==> src/rtl/sram_controller.sv <==
// ---------------------------------------------------------------------------
// sram_controller
//
// Purpose:
//   Sequences 32-bit word accesses from the MEM stage onto a 16-bit
//   asynchronous SRAM. Each word is split into two half-word phases (LO, HI).
//   Each phase holds the SRAM pins for WAIT_CYCLES clock cycles.
//   While an access is in flight, 'ready' is low, which freezes the
//   IF/ID/EXE/MEM stages.
//
// Parameters:
//   WAIT_CYCLES  cycles each half-word phase is held on the pins (>= 1)
//   ADDR_W       SRAM half-word address width
//   BASE_ADDR    CPU byte address that maps to SRAM word 0
//
// Ports:
//   clk, rst                 clock (rising edge) and async active-low reset
//   rd_en, wr_en             MEM-stage requests, held until ready
//   address, write_data      CPU byte address and store data
//   read_data                assembled load data, held until next read ends
//   ready                    access complete or nothing pending
//   sram_addr                SRAM half-word address
//   sram_dq_out, sram_dq_oe  pad write data and pad output enable
//   sram_dq_in               pad read data
//   sram_ce_n, sram_oe_n, sram_we_n, sram_ub_n, sram_lb_n
//                            active-low SRAM strobes
//
// Configuration macro:
//   SRAM_POSTED_WRITE_EN  when defined, writes are acknowledged in the
//                         cycle they are accepted. They then complete in the
//                         background and skip DONE.
// ---------------------------------------------------------------------------
module sram_controller #(
    parameter int          WAIT_CYCLES = 5,
    parameter int          ADDR_W      = 18,
    parameter logic [31:0] BASE_ADDR   = 32'd1024
) (
    input  logic              clk,
    input  logic              rst,
    input  logic              rd_en,
    input  logic              wr_en,
    input  logic [31:0]       address,
    input  logic [31:0]       write_data,
    output logic [31:0]       read_data,
    output logic              ready,
    output logic [ADDR_W-1:0] sram_addr,
    output logic [15:0]       sram_dq_out,
    output logic              sram_dq_oe,
    input  logic [15:0]       sram_dq_in,
    output logic              sram_ce_n,
    output logic              sram_oe_n,
    output logic              sram_we_n,
    output logic              sram_ub_n,
    output logic              sram_lb_n
);

    localparam int CNT_W = $clog2(WAIT_CYCLES + 1);
    localparam logic [CNT_W-1:0] LAST_CNT = CNT_W'(WAIT_CYCLES - 1);

    typedef enum logic [1:0] {
        IDLE,
        LO,
        HI,
        DONE
    } state_t;

    state_t            state;
    logic [CNT_W-1:0]  wait_cnt;
    logic [ADDR_W-2:0] word;
    logic [ADDR_W-2:0] word_next;
    logic [15:0]       wdata_hi;
    logic              is_write;

    // Word index relative to the SRAM base; the two byte-offset bits drop out
    // in the shift. The extra low bit of sram_addr selects the half-word.
    assign word_next = (ADDR_W-1)'((address - BASE_ADDR) >> 2);

`ifdef SRAM_POSTED_WRITE_EN
    // A write in IDLE is acknowledged immediately. Write takes priority, so a
    // simultaneous read is also released.
    assign ready = ((state == IDLE) && (wr_en || !rd_en)) || (state == DONE);
`else
    assign ready = ((state == IDLE) && !rd_en && !wr_en) || (state == DONE);
`endif

    // All pin outputs are registered. They are loaded on the edge that enters
    // a phase, so they hold steady for that whole phase.
    always_ff @(posedge clk or negedge rst) begin
        if (!rst) begin
            state       <= IDLE;
            wait_cnt    <= '0;
            word        <= '0;
            wdata_hi    <= '0;
            is_write    <= 1'b0;
            read_data   <= '0;
            sram_addr   <= '0;
            sram_dq_out <= '0;
            sram_dq_oe  <= 1'b0;
            sram_ce_n   <= 1'b1;
            sram_oe_n   <= 1'b1;
            sram_we_n   <= 1'b1;
            sram_ub_n   <= 1'b1;
            sram_lb_n   <= 1'b1;
        end else begin
            case (state)
                IDLE: begin
                    if (wr_en || rd_en) begin
                        state       <= LO;
                        wait_cnt    <= '0;
                        word        <= word_next;
                        wdata_hi    <= write_data[31:16];
                        is_write    <= wr_en;
                        sram_addr   <= {word_next, 1'b0};
                        sram_dq_out <= wr_en ? write_data[15:0] : 16'h0000;
                        sram_dq_oe  <= wr_en;
                        sram_we_n   <= !wr_en;
                        sram_oe_n   <= wr_en;
                        sram_ce_n   <= 1'b0;
                        sram_ub_n   <= 1'b0;
                        sram_lb_n   <= 1'b0;
                    end
                end

                LO: begin
                    if (wait_cnt == LAST_CNT) begin
                        state     <= HI;
                        wait_cnt  <= '0;
                        sram_addr <= {word, 1'b1};
                        if (is_write) begin
                            sram_dq_out <= wdata_hi;
                        end else begin
                            read_data[15:0] <= sram_dq_in;
                        end
                    end else begin
                        wait_cnt <= wait_cnt + CNT_W'(1);
                    end
                end

                HI: begin
                    if (wait_cnt == LAST_CNT) begin
`ifdef SRAM_POSTED_WRITE_EN
                        // Nobody waits on a posted write, so DONE is skipped.
                        state <= is_write ? IDLE : DONE;
`else
                        state <= DONE;
`endif
                        wait_cnt <= '0;
                        if (!is_write) begin
                            read_data[31:16] <= sram_dq_in;
                        end
                        sram_addr   <= '0;
                        sram_dq_out <= '0;
                        sram_dq_oe  <= 1'b0;
                        sram_ce_n   <= 1'b1;
                        sram_oe_n   <= 1'b1;
                        sram_we_n   <= 1'b1;
                        sram_ub_n   <= 1'b1;
                        sram_lb_n   <= 1'b1;
                    end else begin
                        wait_cnt <= wait_cnt + CNT_W'(1);
                    end
                end

                DONE: begin
                    // Pins are already idle here. A request that is still held
                    // gets picked up as a new access in the next IDLE cycle.
                    state <= IDLE;
                end

                default: begin
                    state <= IDLE;
                end
            endcase
        end
    end

endmodule
==> config.mk <==
export PLATFORM = sky130hd
export DESIGN_NAME = sram_controller
export DESIGN_NICKNAME = d
export VERILOG_FILES = /design/src/rtl/sram_controller.sv
export SDC_FILE = /design/constraint.sdc
export NUM_CORES = 1
export LEC_CHECK = 0
export BUFFER_PORTS_ARGS = -buffer_cell sky130_fd_sc_hd__buf_2
export CAP_MARGIN = 20
export CORE_MARGIN = 3
export CORE_UTILIZATION = 42
export DETAILED_ROUTE_END_ITERATION = 10
export GPL_ROUTABILITY_DRIVEN = 1
export PLACE_DENSITY_LB_ADDON = 0.12
export SYNTH_ARGS = -nofsm -noshare
export SYNTH_HDL_FRONTEND = slang
export SYNTH_SLANG_ARGS = --single-unit
==> constraint.sdc <==
create_clock -name clk -period 1.8 [get_ports clk]
set_input_delay 0.36 -clock clk [delete_from_list [all_inputs] [get_ports clk]]
set_output_delay 0.36 -clock clk [all_outputs]
set_load 0.01 [all_outputs]
======== Yosys cells after proc, flatten, opt, wreduce, memory -nomap -nowiden ========
Cells that the tools add are included.
W data, S select, Z words.
operators by class
  add/sub/neg operators ................... 2
  eq/ne operators ......................... 8
  multiplexer cells ....................... 26
  bitwise logic cells ..................... 1
  reduce and logical (&&, ||, !) cells .... 19
operators by type and width
  kind                      number
  $mux W16                  5
  $mux W18                  3
  $pmux W18 S3              1
  $pmux W16 S3              1
  $sub A19 B11 Y19 const B  1
  $reduce_and A3 Y1         4
  $pmux W1 S2               4
  $pmux W2 S4               1
  $mux W2                   3
  $mux W3                   2
  $ne A2 B2 Y1 const B      3
  $pmux W3 S2               1
  $mux W1                   5
  $reduce_and A5 Y1         1
  $eq A2 B2 Y1 const B      2
  $reduce_and A2 Y1         2
  $reduce_and A4 Y1         1
  $reduce_bool A2 Y1        2
  $add A3 B1 Y3 const B     1
  $eq A3 B3 Y1 const B      1
  $reduce_bool A3 Y1        1
  $eq A2 B1 Y1 const B      1
  $logic_and A1 B1 Y1       2
  $logic_not A1 Y1          2
  other kinds (5)           6
word-level totals
  register bits ........................... 109
  input port bits ......................... 84
  output and inout port bits .............. 73
  logic and storage cells ................. 69

======== Depth between registers and ports, before layout ========
Gate-level depths: netlist of the first run.
  depth after elaboration ................. 4
  mapped depth ............................ 9
  depth with buffers taken out ............ 6

======== Worst setup path after synthesis of the first run ========
Ideal clock, no wire load.
  path kind ............................... register to register
  start ................................... register state[0]
  end ..................................... register sram_dq_out[10]
  library setup time ...................... 0.125 ns
  arrival time ............................ 1.865 ns
  data required time ...................... 1.675 ns
  slack ................................... -0.190 ns
  stages on the path, launching flop included .. 9
  path buffers ............................ 2
  period minus slack after synthesis ...... 1.990 ns
  path through ............................ dfrtp_1 > inv_1 > ha_1 > nor3b_4 > or2_4 > nand2b_4 > buf_6 > buf_12 > mux2_4
between the ends
  cells in the longest elaborated chain, start to end .. 3
  elaborated cells between the ends (all ways) .. 10
  those cells by class .................... eq/ne: 6; mux: 1; reduce/logical: 3
ends and longest elaborated chain
  what                                            line  RTL
  start, declared                                 67    state_t state;
  start signal, assigned                          90    state <= IDLE;
  start signal, assigned                          108   state <= LO;
  start signal, assigned                          126   state <= HI;
  $eq A2 B1 Y1 (tied with other cells)            105   case (state)
  $ne A2 B2 Y1 (no line) (tied with other cells)  --
  $reduce_and A5 Y1 (no line)                     --
  end signal, assigned                            114   sram_dq_out <= wr_en ? write_data[15:0] : 16'h0000;
  end signal, assigned                            130   sram_dq_out <= wdata_hi;
  end, declared                                   47    output logic [15:0] sram_dq_out,
Parallel ways exist; a longest one is shown, timed or not.
A chain may end at the register's enable or synchronous reset.

======== Final worst setup path of the first run ========
  start ................................... register state[0]
  end ..................................... output ready
between the ends
  cells in the longest elaborated chain, start to end .. 4
  elaborated cells between the ends (all ways) .. 5
  those cells by class .................... eq/ne: 1; reduce/logical: 4
ends and longest elaborated chain
  what                              line  RTL
  $logic_not A2 Y1                  83    assign ready = ((state == IDLE) && !rd_en && !wr_en) || (state == DONE);
  $logic_and A1 B1 Y1 (2 in a row)  83
  $logic_or A1 B1 Y1 (*)            83
  end, declared                     45    output logic ready,
Every way passes the cells marked *; elsewhere a longest branch is shown, timed or not.

==> summary.md, run 1 <==
| Metric | Value |
|---|---|
| Cell Count, Final, Fillers Out | 696 |
| Final Cell Area | roughly 6600 um2 |
| Total Routing Usage GR | 17.9% |
| Top FF cell, synth | dfrtp_1 |
| Crit-path max FO | 3 |
| Unrepaired setup endpoints after global routing | true |
| Setup ws final | -0.112 ns |
| Fillers | 945 |
| Rel. slew slack | 79.2% |
| Leak | ~3.1 nW |
| CTS Buf Count | 9 |
| Antenna cells | 0 |
| Ports | between 150 and 200 |
| Die Area | about 13000 um2 |
| Post-detail-place hpwl | 7810 um |
| Cells after synthesis | 376 |
| Largest net degree at the start of global routing | a little under 60 |
| Fraction of final layout cells with drive strength greater than 1 | between 50% and 60% |
| Clock power frac | between 10 and 15% |
| Sequential share of the synthesized area | 56.9% |
| Seq cells post-synth | 109 |
| Clock root buffer | clkbuf_16 |
| Slew Limit Fails | 0 |
| Worst min path class | input port to asynchronous set/reset pin |
| Drt wl/cell | 16.0 um |
| Die width | approximately 110 um |
| Yosys warns | 0 |
| Post-synthesis cell type count | 43 |
| Max incr delay on CP | about 0.39 ns |
| Post-route DRC | 0 |
| Placed insts | between 600 and 700 |
| Crit start category | flop |
| Failing checks | negative setup slack |
| Final TNS setup | -0.679 ns |
| Final GP Congestion | between 0.8 and 0.9 |
| Clock Path Buffers | 2 |
| Die H | 113 um |
| 1st-iter DRT viols | 121 |
| Hold buffers post-CTS | 0 |
| Initial Utilization | between 40 and 50% |
| Max_cap viols | 0 |
| Critical path's top delay family | flip-flops |
| Grt ovf | 0 |
| CP dominant cell by count | buf_6 |
| Crit-path cells | inv_2 > ha_4 > nor3b_4 > or2_4 > buf_6 > buf_6 |
| CP required | 1.44 ns |
| Async S/R FF share, synth | 100% |
| H-tree Lvls | 3 |
| Switching power | roughly 4.7 mW |
| Final min period | approximately 1.9 ns |
| Syn Area/Cell | between 10 and 15 um2 |
| Number of global-route vias before repair | 3800 |
| Net Sw Frac | a little over a third |
| Cell Area, Placed | between 5000 and 6000 um2 |
| Synthesis-to-layout area growth | 37.5% |
| CP Buf/Inv Count | 3 |
| Final Hold Viols | 0 |
| Sequential cell fraction of total power | around 32% |
| Peak supply drop | 0.941 mV |
| Area share of the largest cell type after synthesis | approximately 55% |
| Initial antenna violation count | 0 |
| CORE AREA | 11000 um2 |
| Synthesized Nets | 468 |
| Worst slew pin tran | slightly above 0.3 ns |
| Antenna Nets Post-Route | 0 |
| Fmax | ~520 MHz |
| Drt pass-1 iters | 4 |
| Port Buffers | around 140 |
| Clock sink count | around 110 |
| Yosys top cell by area | dfrtp_1 |
| Post-Syn Area | around 4800 um2 |
| Comb power frac | between 50% and 60% |
| Main area contributors after synthesis | dfrtp_1 55%, mux2_2 15%, mux2_4 3.1% |
| Rows | 38 |
| Setup Skew | ~0.0085 ns |
| Slowest-stage cell, CP | dfrtp_1 |
| Post-synth EDFFs | 0 |
| Outcome | finished, violations left |
| Final Cycle Share | 106% |
| Worst-Skew Late Latency | roughly 0.34 ns |
| Pint | about 8.5 mW |
| Critical path endpoint category | output port |
| Worst EP arrival | 1.55 ns |
| Final nets | approximately 640 |
| Via count | 3591 |
| Vias per cell | approximately 5.2 |
| Worst-path clk slew | 0.07 ns |
| First-pass GRT wire length | around 18000 um |
| Core Util, Final | 60.1% |
| Power Dens Cells | 2000 nW/um2 |
| CTS tree | yes |
| Drt total wl | 11100 um |
| Critical path type | flop to output port |
| # setup viols final | 16 |
## flip-flops by register name, indices dropped and copies added (netlist names)
register     flops
is_write         1
read_data       32
sram_addr       18
sram_dq_oe       1
sram_dq_out     16
sram_lb_n        1
sram_oe_n        1
sram_we_n        1
state            2
wait_cnt         3
wdata_hi        16
word            17
## area by class of cell
type | count | area (um2) | share of cell area (%)
clock inverters | 6 | 47.5 | 0.720
clock buffers | 10 | 229 | 3.47
repair buffers | 188 | 1290 | 19.6
inverters | 9 | 33.8 | 0.512
flip-flops and latches | 109 | 2730 | 41.4
multi-input cells | 234 | 2090 | 31.7
well taps | 140 | 175 | 2.65
## path summary, 6_finish.rpt
kind | startpoint | end | slack (ns) | cells past startpoint
hold reg to reg | sram_addr[11] | sram_addr[11] | 0.48 | 2
setup reg to reg | state[0] | sram_addr[16] | -0.07 | 9
min in group clk | write_data[23] | wdata_hi[7] | 0.25 | 2
setup / recovery | state[0] | ready | -0.11 | 6
hold / removal | rst | read_data[8] | 0.004 | 2
max in group asynchronous | rst | sram_we_n | 1.49 | 2
## synth_stat cells (3+ instances only)
master / n
o211ai_1: 3
buf_4: 3
mux2_2: 63
o21ai_0: 22
a21oi_1: 6
nand3_1: 4
nor3_1: 4
a22o_1: 17
a2bb2oi_1: 3
buf_2: 9
dfrtp_1: 106
dfstp_2: 3
or3_1: 3
nor2_1: 23
ha_1: 8
nand2_1: 28
mux2_4: 10
xnor2_1: 6
a221oi_1: 8
inv_1: 9
clkbuf_1: 10
nor2b_1: 3
## power groups by stage
stage / clock (mW) / combinational, mW / sequential [mW]
finish: 1.84 / 7.09 / 4.29
floorplan: 0 / 3.58 / 4.59
global route: 2.01 / 7.72 / 4.46
global placement: 0 / 5.89 / 4.25
detailed placement: 0 / 6.01 / 4.31
CTS: 1.91 / 6.72 / 4.27
## layer usage
layer,GRT usage (%),share of wire (%)
met1,22.1,43
met2,30.9,50
met3,4.55,5.6
met4,5.45,1.0
met5,0,0
## worst register-to-register path: cells and delay by family (launching register included)
family | cells | cell delay, ns
adder cells (fa/ha/maj) | 1 | 0.16
flip-flops | 1 | 0.39
AND/OR/NAND/NOR | 3 | 0.64
buffers and inverters | 4 | 0.50
AO/OA/AOI/OAI | 1 | 0.08
## stage by stage
stage / setup slack (ns) / power (mW) / hold WS [ns]
detailed placement: -0.0748 / 10.3 / 0.390
CTS: -0.123 / 12.9 / 0.0101
finish: -0.112 / 13.2 / 0.00425
global route: -0.174 / 14.2 / 0.0179
global placement: -0.0426 / 10.1 / 0.382
floorplan: -0.0789 / 8.17 / 0.0644
## layout by cell type, fill, tap and decap left out, types with 7 or more instances in the layout
master,n
a22o_1,17
buf_12,14
buf_2,139
buf_4,29
clkbuf_16,9
dfrtp_1,106
inv_1,7
mux2_2,62
mux2_4,11
nand2_1,27
nor2_1,22
o21ai_0,17
## kinds of logic (layout without fill, tap and decap cells)
group,after synthesis,in the layout,share of synthesized area (%)
AND/OR/NAND/NOR,75,75,7.74
multiplexers,73,73,17.9
AO/OA/AOI/OAI,72,72,10.7
buffers and inverters,33,213,3.55
adder cells (fa/ha/maj),8,8,2.09
flip-flops,109,109,56.9
XOR/XNOR,6,6,1.09
## timing repair
| action | CTS | global route |
|---|---|---|
| setup endpoints to repair | 24 | 67 |
| endpoints found under the hold margin | 0 | 0 |
| gates cloned | 2 | 0 |
| pin swaps | 2 | 6 |
| resized for setup | 20 | 17 |
| buffers inserted | 6 | 5 |
Power figures use the tool's default switching activity.
==> run 2: changes to the inputs <==
--- a/config.mk
+++ b/config.mk
@@ -12,6 +12,7 @@
 export DETAILED_ROUTE_END_ITERATION = 10
 export GPL_ROUTABILITY_DRIVEN = 1
 export PLACE_DENSITY_LB_ADDON = 0.12
+export SKIP_LAST_GASP = 1
 export SYNTH_ARGS = -nofsm -noshare
 export SYNTH_HDL_FRONTEND = slang
 export SYNTH_SLANG_ARGS = --single-unit
==> summary.md, run 2 (same netlist as run 1, synthesis figures left out) <==
| Metric | Value |
|---|---|
| Crit-path max FO | 3 (unchanged) |
| Reg2Reg Setup Slack | -0.08 ns (about the same) |
| Worst min path class | input port to asynchronous set/reset pin |
| Ports | 157 (unchanged) |
| Final Cycle Share | 106% (about the same) |
| # setup viols final | 17 (+1) |
| RR Startpoint | state[0] |
| Critical path endpoint category | output port |
| Crit start category | flop |
| Die H | 113 um (unchanged) |
| Fraction of final layout cells with drive strength greater than 1 | 55.2% (-0.42 points) |
| Slew Limit Fails | 0 (unchanged) |
| Power Dens Cells | 1990 nW/um2 (-0.77%) |
| Max reg flops | 32 (unchanged) |
| Synthesis-to-layout area growth | 36.3% |
| WHS | 0.00379 ns (-0.000456 ns) |
| Initial Utilization | 43.7% (unchanged) |
| Antenna cells | 0 (unchanged) |
| Peak supply drop | 0.995 mV (+5.7%) |
| Setup ws final | -0.114 ns (-0.00151 ns) |
| Outcome | finished, violations left |
| Fmax | 522 MHz (about the same) |
| Power Total | 13.0 mW (-1.7%) |
| CTS tree | yes |
| Initial antenna violation count | 0 (unchanged) |
| Port Buffers | 141 (unchanged) |
| Antenna Nets Post-Route | 0 (unchanged) |
| CP required | 1.44 ns (about the same) |
| 1st-iter DRT viols | 126 (+4.1%) |
| Die Area | 12700 um2 (unchanged) |
| FF-to-FF End | sram_addr[7] |
| Most flops, register | read_data |
| Clock sink count | 109 (unchanged) |
| Clock root buffer | clkbuf_16 |
| Post-route DRC | 0 (unchanged) |
| Drt pass-1 iters | 4 (unchanged) |
| CTS Buf Count | 9 (unchanged) |
| Clock Path Buffers | 2 (unchanged) |
| H-tree Lvls | 3 (unchanged) |
| Worst-path clk slew | 0.07 ns (about the same) |
| Final nets | 640 (-0.47%) |
| Unrepaired setup endpoints after global routing | true |
| Die width | 113 um (unchanged) |
| Total Routing Usage GR | 17.9% (unchanged) |
| Worst EP arrival | 1.55 ns (about the same) |
| Vias per cell | 5.13 (-0.63%) |
| Leak | 3.12 nW (-0.94%) |
| Reg2reg path depth | 8 (-1) |
| First-pass GRT wire length | 18400 um (about the same) |
| Worst slew pin tran | 0.308 ns (-0.00000465 ns) |
| Commonest non-fill, non-tap cell in the layout | buf_2 |
| Max_cap viols | 0 (unchanged) |
| Setup Skew | 0.00755 ns (-0.000990 ns) |
| Commonest cells after routing, fill and taps aside | 139 x buf_2, 106 x dfrtp_1, 63 x mux2_2, 29 x buf_4, 26 x nand2_1 |
| Failing checks | negative setup slack |
| Final Hold Viols | 0 (unchanged) |
| Largest net degree at the start of global routing | 59 (unchanged) |
| Top Registers | read_data (32), sram_addr (18), word (17) |
| Worst-Skew Late Latency | 0.34 ns (about the same) |
| Number of global-route vias before repair | 3801 (+0.026%) |
| Drt total wl | 11100 um (-0.26%) |
| Final min period | 1.91 ns (+0.00151 ns) |
| Drt wl/cell | 16.0 um (+0.17%) |
| Via count | 3553 (-1.1%) |
| Final GP Congestion | 0.814 (unchanged) |
| Fillers | 956 (+1.2%) |
| Critical path type | flop to output port |
| Rel. slew slack | 79.2% (about the same) |
| Post-detail-place hpwl | 7810 um (unchanged) |
| Grt ovf | 0 (unchanged) |
| Rows | 38 (unchanged) |
| CORE AREA | 11000 um2 (unchanged) |
[run 2: worst max-delay path by stage]
stage          cells after the start   startpoint  slack [ns]         endpoint
5_1_grt                            6     state[1]       -0.17            ready
3_5_place_dp                       7  address[10]       -0.07    sram_addr[17]
3_3_place_gp                       6     state[1]       -0.04   sram_dq_out[1]
6_report                           6     state[0]       -0.11            ready
4_1_cts                            6     state[1]       -0.12            ready
2_1_floorplan                      8     state[0]       -0.08  sram_dq_out[10]
[run 2: timing repair]
action	4_1_cts	5_1_grt
gates cloned	2	0
gates resized for setup	16	18
pin swaps	2	2
hold buffers	0	0
buffers inserted	6	2
setup endpoints to repair	24	52
[run 2: critical path, stage by stage (launching register included)]
cell	delay, ns
dfrtp_1	0.39
inv_2	0.07
ha_4	0.16
nor3b_4	0.15
or2_4	0.23
buf_6	0.12
buf_6	0.11
[run 2: layout make-up]
| cell class | count | area, um2 | share of cell area, % |
|---|---|---|---|
| multi-input cells | 234 | 2080 | 31.8 |
| repair buffers | 185 | 1250 | 19.1 |
| well taps | 140 | 175 | 2.68 |
| clock inverters | 6 | 47.5 | 0.727 |
| flip-flops and latches | 109 | 2730 | 41.8 |
| inverters | 9 | 33.8 | 0.517 |
| clock buffers | 10 | 229 | 3.50 |
[run 2: stage by stage]
| step | util [%] | worst slack (ns) | instance area (um2) | std cells | TNS, ns |
|---|---|---|---|---|---|
| final | 59.5 | -0.114 | 6540 | 693 | -0.830 |
| after global routing | 59.5 | -0.174 | 6540 | 693 | -3.92 |
| after CTS | 58.9 | -0.123 | 6460 | 691 | -0.753 |
| after detailed placement | 54.5 | -0.0748 | 5990 | 667 | -0.673 |
| after global placement | 54.5 | -0.0426 | 5990 | 667 | -0.293 |
| after floorplan | - | -0.0789 | 4870 | 376 | -1.12 |
[run 2: routing by layer]
metal | vias to the layer above | part of all wire, % | global-route usage (%)
li1 | 1682 | - | -
met1 | 1766 | 43 | 22.1
met2 | 91 | 50 | 30.8
met3 | 14 | 5.6 | 4.55
met4 | 0 | 1.4 | 5.45
met5 | - | 0 | 0
[run 2: power by group]
group	switching (mW)	total, mW	leakage (nW)	internal (mW)
clock	0.901	1.85	0.122	0.950
sequential	0.618	4.29	1.32	3.67
combinational	3.16	6.87	1.68	3.71
==> run 3: changes to the inputs <==
--- a/config.mk
+++ b/config.mk
@@ -11,6 +11,7 @@
 export CORE_UTILIZATION = 42
 export DETAILED_ROUTE_END_ITERATION = 10
 export GPL_ROUTABILITY_DRIVEN = 1
+export HOLD_SLACK_MARGIN = 0.05
 export PLACE_DENSITY_LB_ADDON = 0.12
 export SKIP_LAST_GASP = 1
 export SYNTH_ARGS = -nofsm -noshare
==> constraint.sdc (replaced) <==
create_clock -name clk -period 1.8 [get_ports clk]
set_input_delay 0.18 -clock clk [delete_from_list [all_inputs] [get_ports clk]]
set_output_delay 0.18 -clock clk [all_outputs]
set_load 0.01 [all_outputs]
==> summary.md, run 3 (same netlist as run 1, synthesis figures left out) <==
| Metric | Value |
|---|---|
| Fraction of final layout cells with drive strength greater than 1 | 52.9% (-2.2 points) |
| CP required | 2.03 ns (+0.59 ns) |
| Final nets | 633 (-1.1%) |
| Antenna cells | 0 (unchanged) |
| Rows | 38 (unchanged) |
| Worst min path class | input port to flop |
| Reg2Reg Setup Slack | -0.04 ns (+0.04 ns) |
| Commonest non-fill, non-tap cell in the layout | buf_2 |
| RR Startpoint | state[1] |
| CORE AREA | 11000 um2 (unchanged) |
| Worst EP arrival | 2.06 ns (+0.51 ns) |
| Critical path type | flop to flop |
| Power Dens Cells | 1940 nW/um2 (-2.3%) |
| Critical path endpoint category | flop |
| 1st-iter DRT viols | 149 (+18%) |
| Antenna Nets Post-Route | 0 (unchanged) |
| Post-route DRC | 0 (unchanged) |
| Worst hold endpoint | wdata_hi[14] |
| Net Sw Frac | 35.7% (-0.23 points) |
| H-tree Lvls | 3 (unchanged) |
| Crit-path cells | inv_2 > ha_4 > nor3b_4 > or2_4 > buf_6 > nand2b_4 > mux2_4 |
| Setup Skew | 0.00414 ns (-0.00341 ns) |
| Placed insts | 662 (-0.75%) |
| Drt pass-1 iters | 6 (+2) |
| Final TNS setup | -0.283 ns (+0.547 ns) |
| Slowest-stage cell, CP | dfrtp_1 |
| CTS Buf Count | 9 (unchanged) |
| Outcome | finished, violations left |
| Synthesis-to-layout area growth | 32.3% |
| Hold depth | 2 |
| Final GP Congestion | 0.780 (-4.2%) |
| Die Area | 12700 um2 (unchanged) |
| Worst slew pin tran | 0.514 ns (+0.205 ns) |
| Worst-path clk slew | 0.07 ns (about the same) |
| Final Hold Viols | 0 (unchanged) |
| Pint | 7.93 mW (-4.8%) |
| Max incr delay on CP | 0.41 ns (+0.02 ns) |
| Total Routing Usage GR | 17.8% (-0.10 points) |
| Commonest cells after routing, fill and taps aside | 139 x buf_2, 106 x dfrtp_1, 63 x mux2_2, 28 x nand2_1, 23 x buf_4 |
| Clock power frac | 15.2% (+1.0 points) |
| Fillers | 958 (+0.21%) |
| Initial Utilization | 43.7% (unchanged) |
| Min-delay src | write_data[30] |
| Max reg flops | 32 (unchanged) |
| Most flops, register | read_data |
| Port Buffers | 141 (unchanged) |
| Switching power | 4.41 mW (-5.7%) |
| Final Cycle Share | 102% (-4.3 points) |
| Clock root buffer | clkbuf_16 |
| Cell Count, Final, Fillers Out | 686 (-1.0%) |
| Slew Limit Fails | 0 (unchanged) |
| Setup ws final | -0.0357 ns (+0.0782 ns) |
| Reg2reg path depth | 7 (-1) |
| Crit start category | flop |
| Clock Path Buffers | 2 (unchanged) |
| CTS tree | yes |
| Grt ovf | 0 (unchanged) |
| Clock sink count | 109 (unchanged) |
| Sequential cell fraction of total power | 34.6% (+1.6 points) |
| Post-detail-place hpwl | 7770 um (-0.47%) |
| Top Registers | read_data (32), sram_addr (18), word (17) |
| Comb power frac | 50.2% (-2.6 points) |
| Die width | 113 um (unchanged) |
| Failing checks | negative setup slack |
| Leak | 3.06 nW (-2.0%) |
| Via count | 3496 (-1.6%) |
| Final min period | 1.84 ns (-0.0782 ns) |
| Max_cap viols | 0 (unchanged) |
| Unrepaired setup endpoints after global routing | true |
| Ports | 157 (unchanged) |
| Crit-path max FO | 8 (+5) |
| Largest net degree at the start of global routing | 46 (-22%) |
| FF-to-FF End | sram_dq_out[11] |
| Rel. slew slack | 65.8% (-13 points) |
| Power Total | 12.3 mW (-5.1%) |
| Number of global-route vias before repair | 3644 (-4.1%) |
| Die H | 113 um (unchanged) |
| Fmax | 545 MHz (+4.3%) |
| First-pass GRT wire length | 18100 um (-1.5%) |
| Drt wl/cell | 15.8 um (-1.3%) |
| Vias per cell | 5.10 (-0.60%) |
| Pre-CTS WS | -0.0695 ns (+0.00525 ns) |
| Drt total wl | 10900 um (-2.3%) |
| # setup viols final | 10 (-7) |
| Worst-Skew Late Latency | 0.34 ns (about the same) |
| Initial antenna violation count | 0 (unchanged) |
| Peak supply drop | 0.899 mV (-9.7%) |
## run 3: cell count changes in the layout (fill, tap and decap cells not counted), sizes merged
cell,change
clkbuf,+4
dlygate4sd3,+1
buf,-9
nand2b,+1
clkinvlp,-3
inv,-1
## run 3: worst max-delay path: cells and delay by family (launching register included)
kind          cells  cell delay (ns)
flops             1             0.41
fa+ha+maj         1             0.16
simple gates      3             0.63
mux               1             0.32
buf+inv           2             0.20
## run 3: power by group through the flow
stage	Sequential (mW)	Clock [mW]	Combinational, mW
final	4.27	1.88	6.19
after global routing	4.43	2.06	6.82
after CTS	4.28	1.94	6.17
after detailed placement	4.31	0	5.96
after global placement	4.26	0	5.81
after floorplan	4.59	0	3.58
## run 3: metal layers
metal	routed length, um	up-vias	global-route usage [%]	share of wire, %
met4	164	0	6.01	1.5
met1	4720	1725	22.7	43
li1	-	1669	-	-
met3	646	11	4.06	6.0
met5	0	-	0	0
met2	5330	91	29.9	49
## run 3: timing repair
item,CTS,global route
gates resized for setup,9,7
cloned,1,0
hold buffers,1,0
buffers inserted,3,3
endpoints found under the setup margin,25,67
hold endpoints to repair,30,0
pin swaps,2,3
## run 3: worst max path at each step
stage | start | to | slack [ns] | depth (start not counted)
6_report | state[1] | sram_dq_out[11] | -0.04 | 7
5_1_grt | state[1] | sram_dq_out[13] | -0.11 | 7
4_1_cts | state[1] | ready | -0.02 | 6
3_5_place_dp | state[1] | sram_dq_out[2] | -0.07 | 6
3_3_place_gp | state[1] | sram_dq_out[0] | -0.03 | 6
2_1_floorplan | state[0] | sram_dq_out[10] | -0.08 | 8
## run 3: metrics by stage
step	util, %	area, um2	hold slack (ns)
after floorplan	-	4870	-0.116
after global placement	54.1	5940	0.186
after detailed placement	54.1	5940	0.195
after CTS	57.4	6300	0.0518
after global routing	57.8	6350	0.0604
final	57.8	6350	0.0651
## run 3: layout make-up
cell class	instances	area [um2]	area share, %
clock buffers	14	264	4.16
clock inverters	2	16.3	0.256
inverters	9	33.8	0.532
multi-input cells	235	2020	31.7
flip-flops and latches	109	2730	43.0
well taps	140	175	2.76
repair buffers	177	1110	17.6
